File: src/rtl/riscv_sim_pkg.sv
// Shared types and defaults for the instruction sequencer slice.
// Holds the core bus widths, the canonical NOP word and the sequencer state type.
// No logic lives here.
package riscv_sim_pkg;

   localparam int          DEF_ILEN      = 32;
   localparam int          DEF_XLEN      = 64;
   // ADDI x0,x0,0 -- the architectural NOP
   localparam logic [31:0] DEF_NOP_INSTR = 32'h00000013;

   typedef enum logic [1:0] {
      IDLE  = 2'd0,
      ISSUE = 2'd1,
      DONE  = 2'd2
   } seq_state_t;

endpackage

File: src/rtl/instr_store.sv
// Program store: DEPTH x ILEN words, one synchronous write port, one combinational read.
// Write lands at the clock edge; read data follows raddr with zero latency.
// No backpressure; contents are not reset.
module instr_store #(
   parameter  int ILEN  = 32,
   parameter  int DEPTH = 32,
   localparam int AW    = $clog2(DEPTH)
) (
   input  logic            clk,
   input  logic            we,
   input  logic [AW-1:0]   waddr,
   input  logic [ILEN-1:0] wdata,
   input  logic [AW-1:0]   raddr,
   output logic [ILEN-1:0] rdata
);

   logic [ILEN-1:0] mem [DEPTH];

   // Single write port; the array is deliberately left unreset.
   always_ff @(posedge clk) begin
      if (we) begin
         mem[waddr] <= wdata;
      end
   end

   assign rdata = mem[raddr];

endmodule

File: src/rtl/instr_sequencer.sv
// Issues a preloaded program to the core, holding each word HOLD_CYCLES clocks.
// First word appears one clock after start; result captured at the end of each window.
// No backpressure: start/load are ignored while issuing, abort always wins.
module instr_sequencer
   import riscv_sim_pkg::*;
#(
   parameter  int              XLEN        = DEF_XLEN,
   parameter  int              ILEN        = DEF_ILEN,
   parameter  int              DEPTH       = 32,
   parameter  int              HOLD_CYCLES = 2,
   parameter  logic [ILEN-1:0] NOP_INSTR   = ILEN'(DEF_NOP_INSTR),
   localparam int              AW          = $clog2(DEPTH)
) (
   input  logic            clk,
   input  logic            reset,
   input  logic            load_en,
   input  logic [AW-1:0]   load_addr,
   input  logic [ILEN-1:0] load_data,
   input  logic [AW:0]     prog_len,
   input  logic            start,
   input  logic            loop_en,
   input  logic            abort,
   output logic [ILEN-1:0] instruction,
   output logic            instr_valid,
   input  logic [XLEN-1:0] result,
   output logic            res_valid,
   output logic [XLEN-1:0] res_data,
   output logic [AW-1:0]   res_idx,
   output logic            busy,
   output logic            done
);

   // A 1-clock hold still needs a 1-bit counter so the compare stays well formed.
   localparam int          HW        = (HOLD_CYCLES > 1) ? $clog2(HOLD_CYCLES) : 1;
   localparam logic [HW-1:0] HOLD_LAST = HW'(HOLD_CYCLES - 1);
   localparam logic [AW:0] DEPTH_W   = (AW+1)'(DEPTH);

   seq_state_t      state;
   logic [AW-1:0]   pc;
   logic [HW-1:0]   hold_cnt;
   logic [AW:0]     len_q;
   logic            loop_q;

   logic            issuing;
   logic            store_we;
   logic            window_end;
   logic            last_entry;
   logic [AW-1:0]   next_pc;
   logic [AW-1:0]   rd_addr;
   logic [ILEN-1:0] rd_data;
   logic [ILEN-1:0] start_word;
   logic [AW:0]     len_clamped;

   assign issuing     = (state == ISSUE);
   assign store_we    = load_en && !issuing;
   assign window_end  = issuing && (hold_cnt == HOLD_LAST);
   assign last_entry  = ({1'b0, pc} == (len_q - 1'b1));
   assign next_pc     = last_entry ? '0 : pc + 1'b1;
   // While issuing, look ahead to the word for the next window; otherwise entry 0 for a start.
   assign rd_addr     = issuing ? next_pc : '0;
   // A write to entry 0 in the same cycle as start must be seen by the first window.
   assign start_word  = (store_we && (load_addr == '0)) ? load_data : rd_data;
   assign len_clamped = (prog_len > DEPTH_W) ? DEPTH_W : prog_len;

   instr_store #(
      .ILEN  (ILEN),
      .DEPTH (DEPTH)
   ) u_store (
      .clk   (clk),
      .we    (store_we),
      .waddr (load_addr),
      .wdata (load_data),
      .raddr (rd_addr),
      .rdata (rd_data)
   );

   // Sequencer FSM with registered instruction, flags and result capture.
   always_ff @(posedge clk or posedge reset) begin
      if (reset) begin
         state       <= IDLE;
         pc          <= '0;
         hold_cnt    <= '0;
         len_q       <= '0;
         loop_q      <= 1'b0;
         instruction <= NOP_INSTR;
         instr_valid <= 1'b0;
         res_valid   <= 1'b0;
         res_data    <= '0;
         res_idx     <= '0;
         busy        <= 1'b0;
         done        <= 1'b0;
      end else begin
         res_valid <= 1'b0;
         if (abort) begin
            // Partial window is dropped: no capture, no res_valid.
            state       <= IDLE;
            pc          <= '0;
            hold_cnt    <= '0;
            instruction <= NOP_INSTR;
            instr_valid <= 1'b0;
            busy        <= 1'b0;
            done        <= 1'b0;
         end else begin
            case (state)
               IDLE, DONE: begin
                  if (start) begin
                     len_q    <= len_clamped;
                     loop_q   <= loop_en;
                     pc       <= '0;
                     hold_cnt <= '0;
                     if (len_clamped == '0) begin
                        state <= DONE;
                        busy  <= 1'b0;
                        done  <= 1'b1;
                     end else begin
                        state       <= ISSUE;
                        busy        <= 1'b1;
                        done        <= 1'b0;
                        instruction <= start_word;
                        instr_valid <= 1'b1;
                     end
                  end else if (load_en && (state == DONE)) begin
                     state <= IDLE;
                     done  <= 1'b0;
                  end
               end
               ISSUE: begin
                  if (window_end) begin
                     res_data  <= result;
                     res_idx   <= pc;
                     res_valid <= 1'b1;
                     hold_cnt  <= '0;
                     if (last_entry && !loop_q) begin
                        state       <= DONE;
                        pc          <= '0;
                        busy        <= 1'b0;
                        done        <= 1'b1;
                        instruction <= NOP_INSTR;
                        instr_valid <= 1'b0;
                     end else begin
                        pc          <= next_pc;
                        instruction <= rd_data;
                     end
                  end else begin
                     hold_cnt <= hold_cnt + 1'b1;
                  end
               end
               default: state <= IDLE;
            endcase
         end
      end
   end

endmodule

File: config.mk
export PLATFORM = sky130hd
export DESIGN_NAME = instr_sequencer
export DESIGN_NICKNAME = d
export VERILOG_FILES = /design/src/rtl/riscv_sim_pkg.sv /design/src/rtl/instr_store.sv /design/src/rtl/instr_sequencer.sv
export SDC_FILE = /design/constraint.sdc
export NUM_CORES = 2
export LEC_CHECK = 0
export BUFFER_PORTS_ARGS = -buffer_cell sky130_fd_sc_hd__buf_2
export CORE_MARGIN = 4
export CORE_UTILIZATION = 61
export CTS_CLUSTER_SIZE = 10
export DETAILED_ROUTE_END_ITERATION = 16
export PLACE_DENSITY = 0.76
export SLEW_MARGIN = 20
export SYNTH_ARGS = -nofsm -noshare
export SYNTH_HDL_FRONTEND = slang
export SYNTH_SLANG_ARGS = --single-unit
File: constraint.sdc
create_clock -name clk -period 4.8 [get_ports clk]
set_clock_uncertainty 0.1 [all_clocks]
set_input_delay 0.48 -clock clk [delete_from_list [all_inputs] [get_ports clk]]
set_output_delay 0.48 -clock clk [all_outputs]
set_load 0.02 [all_outputs]
==> flow_summary.yaml <==
min_path:
  min_path_type: "in -> reg"
clock_tree:
  post_cts_resized: 0
  clk_pin_slew_ps: 50
  clk_latency_ps: 730
  clockBufferDepth: 3
  root_buffer: "clkbuf_16"
  h-tree-depth: 4
  cts.sinks: 1144
  cts_tree: "yes"
  cts_inserted_buffers: 133
timing:
  final.setup.tns_ps: 0
  relSlewSlack_pct: 14.67
  final.period_utilization_pct: 90.87
  rsz0062_at_grt: "false"
  tightest_slew_ps: 1280
  finalSetupViolCount: 0
  min_period_ps: 4362
  max_freq_ghz: 0.2293
  final-hold-violation-count: 0
  drv_slew: 0
power:
  leakagePower_nw: 17.14
  swShare_pct: 23.60
  share_comb_of_total_power_pct: 8.9
  p_sw_w: 0.005294
  power_frac_seq_pct: 50.4
  powerDensity_nw_per_um2: 433.9
  power_w: 0.02243
  clkPwrFrac_pct: 40.7
  intPower_w: 0.01713
  peakVddDrop_mv: 0.4029
yosys:
  ys.flop_type: "edfxtp_1"
  netlist.area_leader.share_pct: 69.69
  synth.cell_area_um2: 44120
  avgSynthCellArea_um2: 16.04
  async_flop_share_pct: 10.49
  ys_top_cells_by_area: "edfxtp_1, dfrtp_1, mux2_2, mux2i_1, o22ai_1"
  yosys_warnings: 0
  ys_ff_latch: 1144
  synth_edf_count: 1024
  synth-seq-area-share_pct: 76.51
  synth_top_area_cell: "edfxtp_1"
  ys_types: 71
  syn_nets: 2865
  synthCells: 2750
worst_setup_path:
  path_max_fanout: 28
  cpMostUsedCell: "nor4_1"
  endpoint_kind: "flop"
  worstPathCellList: "inv_1, ha_1, and3b_1, o21ai_0, a31o_2, nor2_2, a21oi_2, buf_4, nor4_1, nor4_1, o21ai_1"
  crit_family: "compound AO/OA/AOI/OAI gates"
  path_class: "reg -> reg"
  critical_path_buf_inv_count: 2
  crit_slowest_cell: "a21oi_2"
  cp-start-kind: "flop"
  critical_path.max_stage_delay_ps: 950
  critical_path_required_ps: 5300
  arrival_ps: 4860
drt:
  met3WireLength_um: 19810
  vias_per_cell: 7.015
  wl_met1_um: 45310
  post_drt_wl_per_cell_um: 31.38
  postRouteAntennaNets: 0
  wl_um: 130300
  wl_met2_um: 58670
  highest_layer: "met4"
  drtIter0Drc: 4955
  dr.pass1.iters: 7
  vias: 29126
  drc: 0
place:
  hpwl_um: 71350
  portBuffers: 217
  gp_congestion: 0.9136
  placed_area_um2: 46990
cells_and_area:
  nets: 3223
  areaGrowthSynthToFinish_pct: 17.15
  drive_above_1_share_pct: 21.57
  final_common_cell: "edfxtp_1"
  stdcell_area_um2: 51690
  n_fill_cell: 4356
  post-route-util_pct: 72.18
  layout_common_cells: "edfxtp_1, buf_2, nor2_1, o22ai_1, mux2_2"
global_route:
  grt_pass1_vias: 28724
  grt_max_degree: 89
  gr-total-overflow: 0
  antenna_found_initial: 2
  grt_use_total_pct: 33.34
  grt_pass1_wl_um: 189000
flow_run:
  drv_cap: 0
floorplanning:
  die_x_um: 276.9
  ios: 218
  rows: 98
  fp.dieArea_um2: 76700
  coreArea_um2: 71610
  die_h_um: 276.9
  start_util_pct: 61.61
status:
  status: "complete, no violations"
final cells by class:
class | count | area (um^2) | area share (%)
Timing Repair Buffer | 400 | 2853 | 5.519
Antenna cell | 3 | 7.507 | 0.01452
Clock inverter | 11 | 127.6 | 0.2469
Multi-Input combinational cell | 1415 | 9932 | 19.22
Clock buffer | 215 | 3762 | 7.279
Inverter | 14 | 57.56 | 0.1114
Sequential cell | 1144 | 33760 | 65.31
Tap cell | 950 | 1189 | 2.300
cell families after synthesis:
kind of cell	count (synthesis)	share of synthesized area [%]
AND/OR/NAND/NOR	468	4.937
XOR/XNOR	8	0.1588
buffers and inverters	191	1.835
adder cells (fa/ha/maj)	2	0.05671
multiplexers	249	6.049
AO/OA/AOI/OAI	688	10.46
flip-flops	1144	76.51
cell usage after synthesis, drive strengths merged, types with 6 or more instances:
cell type  instances
a22oi             32
nor2             242
o211ai            45
nor3              18
nand2             61
inv               14
nand4             23
xnor2              6
clkbuf           123
or3               17
a21oi            117
nor4              47
o22a              33
mux2             141
a211oi             9
o22ai            166
nand2b             9
o21ai            133
o2111ai           28
o221ai            88
dfrtp            117
nand3             19
buf               54
a21o               6
mux2i            108
edfxtp          1024
power by group through the flow:
stage | logic (W) | registers [W] | clock network (W)
2_1_floorplan | 0.000826 | 0.0117 | 0
3_3_place_gp | 0.00183 | 0.0115 | 0
3_5_place_dp | 0.00188 | 0.0115 | 0
4_1_cts | 0.00194 | 0.0113 | 0.00919
5_1_grt | 0.00207 | 0.0113 | 0.00965
6_report | 0.00199 | 0.0113 | 0.00914
sequential cells by signal, summed over array words and instances (netlist names):
signal	flops
busy	1
done	1
hold_cnt	1
instr_valid	1
instruction	32
len_q	6
loop_q	1
pc	5
res_data	64
res_idx	5
res_valid	1
state	2
u_store.mem	1024
metal layers:
layer	track usage (%)	up-vias
met1	45.25	14356
met3	10.83	482
met4	14.80	0
met5	0	-
li1	-	11734
met2	50.11	2554
timing repair:
item                       CTS  global route
hold buffers                76             0
buffers inserted             0             0
hold endpoints to repair   157             0
setup endpoints to repair    0             0
final timing paths:
check / from / to / slack (ps) / cells after the start
setup / recovery: len_q[0]$_DFFE_PP0P_ / instruction[24]$_DFFE_PP0P_ / 440 / 11
hold / removal: abort / hold_cnt$_DFFE_PP0P_ / 50 / 2
setup reg to reg: len_q[0]$_DFFE_PP0P_ / instruction[24]$_DFFE_PP0P_ / 440 / 11
hold reg to reg: done$_DFFE_PP0P_ / done$_DFFE_PP0P_ / 390 / 1
max in group asynchronous: reset / instruction[18]$_DFFE_PP0P_ / 3010 / 4
min in group asynchronous: reset / res_data[21]$_DFFE_PP0P_ / 360 / 3
metrics by stage:
stage,hold WS (ps),instances,worst slack [ps]
after floorplan,372.4,2750,726.3
after global placement,376.8,3842,740.9
after detailed placement,378.3,3845,678.4
after CTS,12.20,4147,633.2
after global routing,63.34,4150,346.4
final,50.86,4152,438.1
Note: power is estimated with default switching activity, not from simulation.
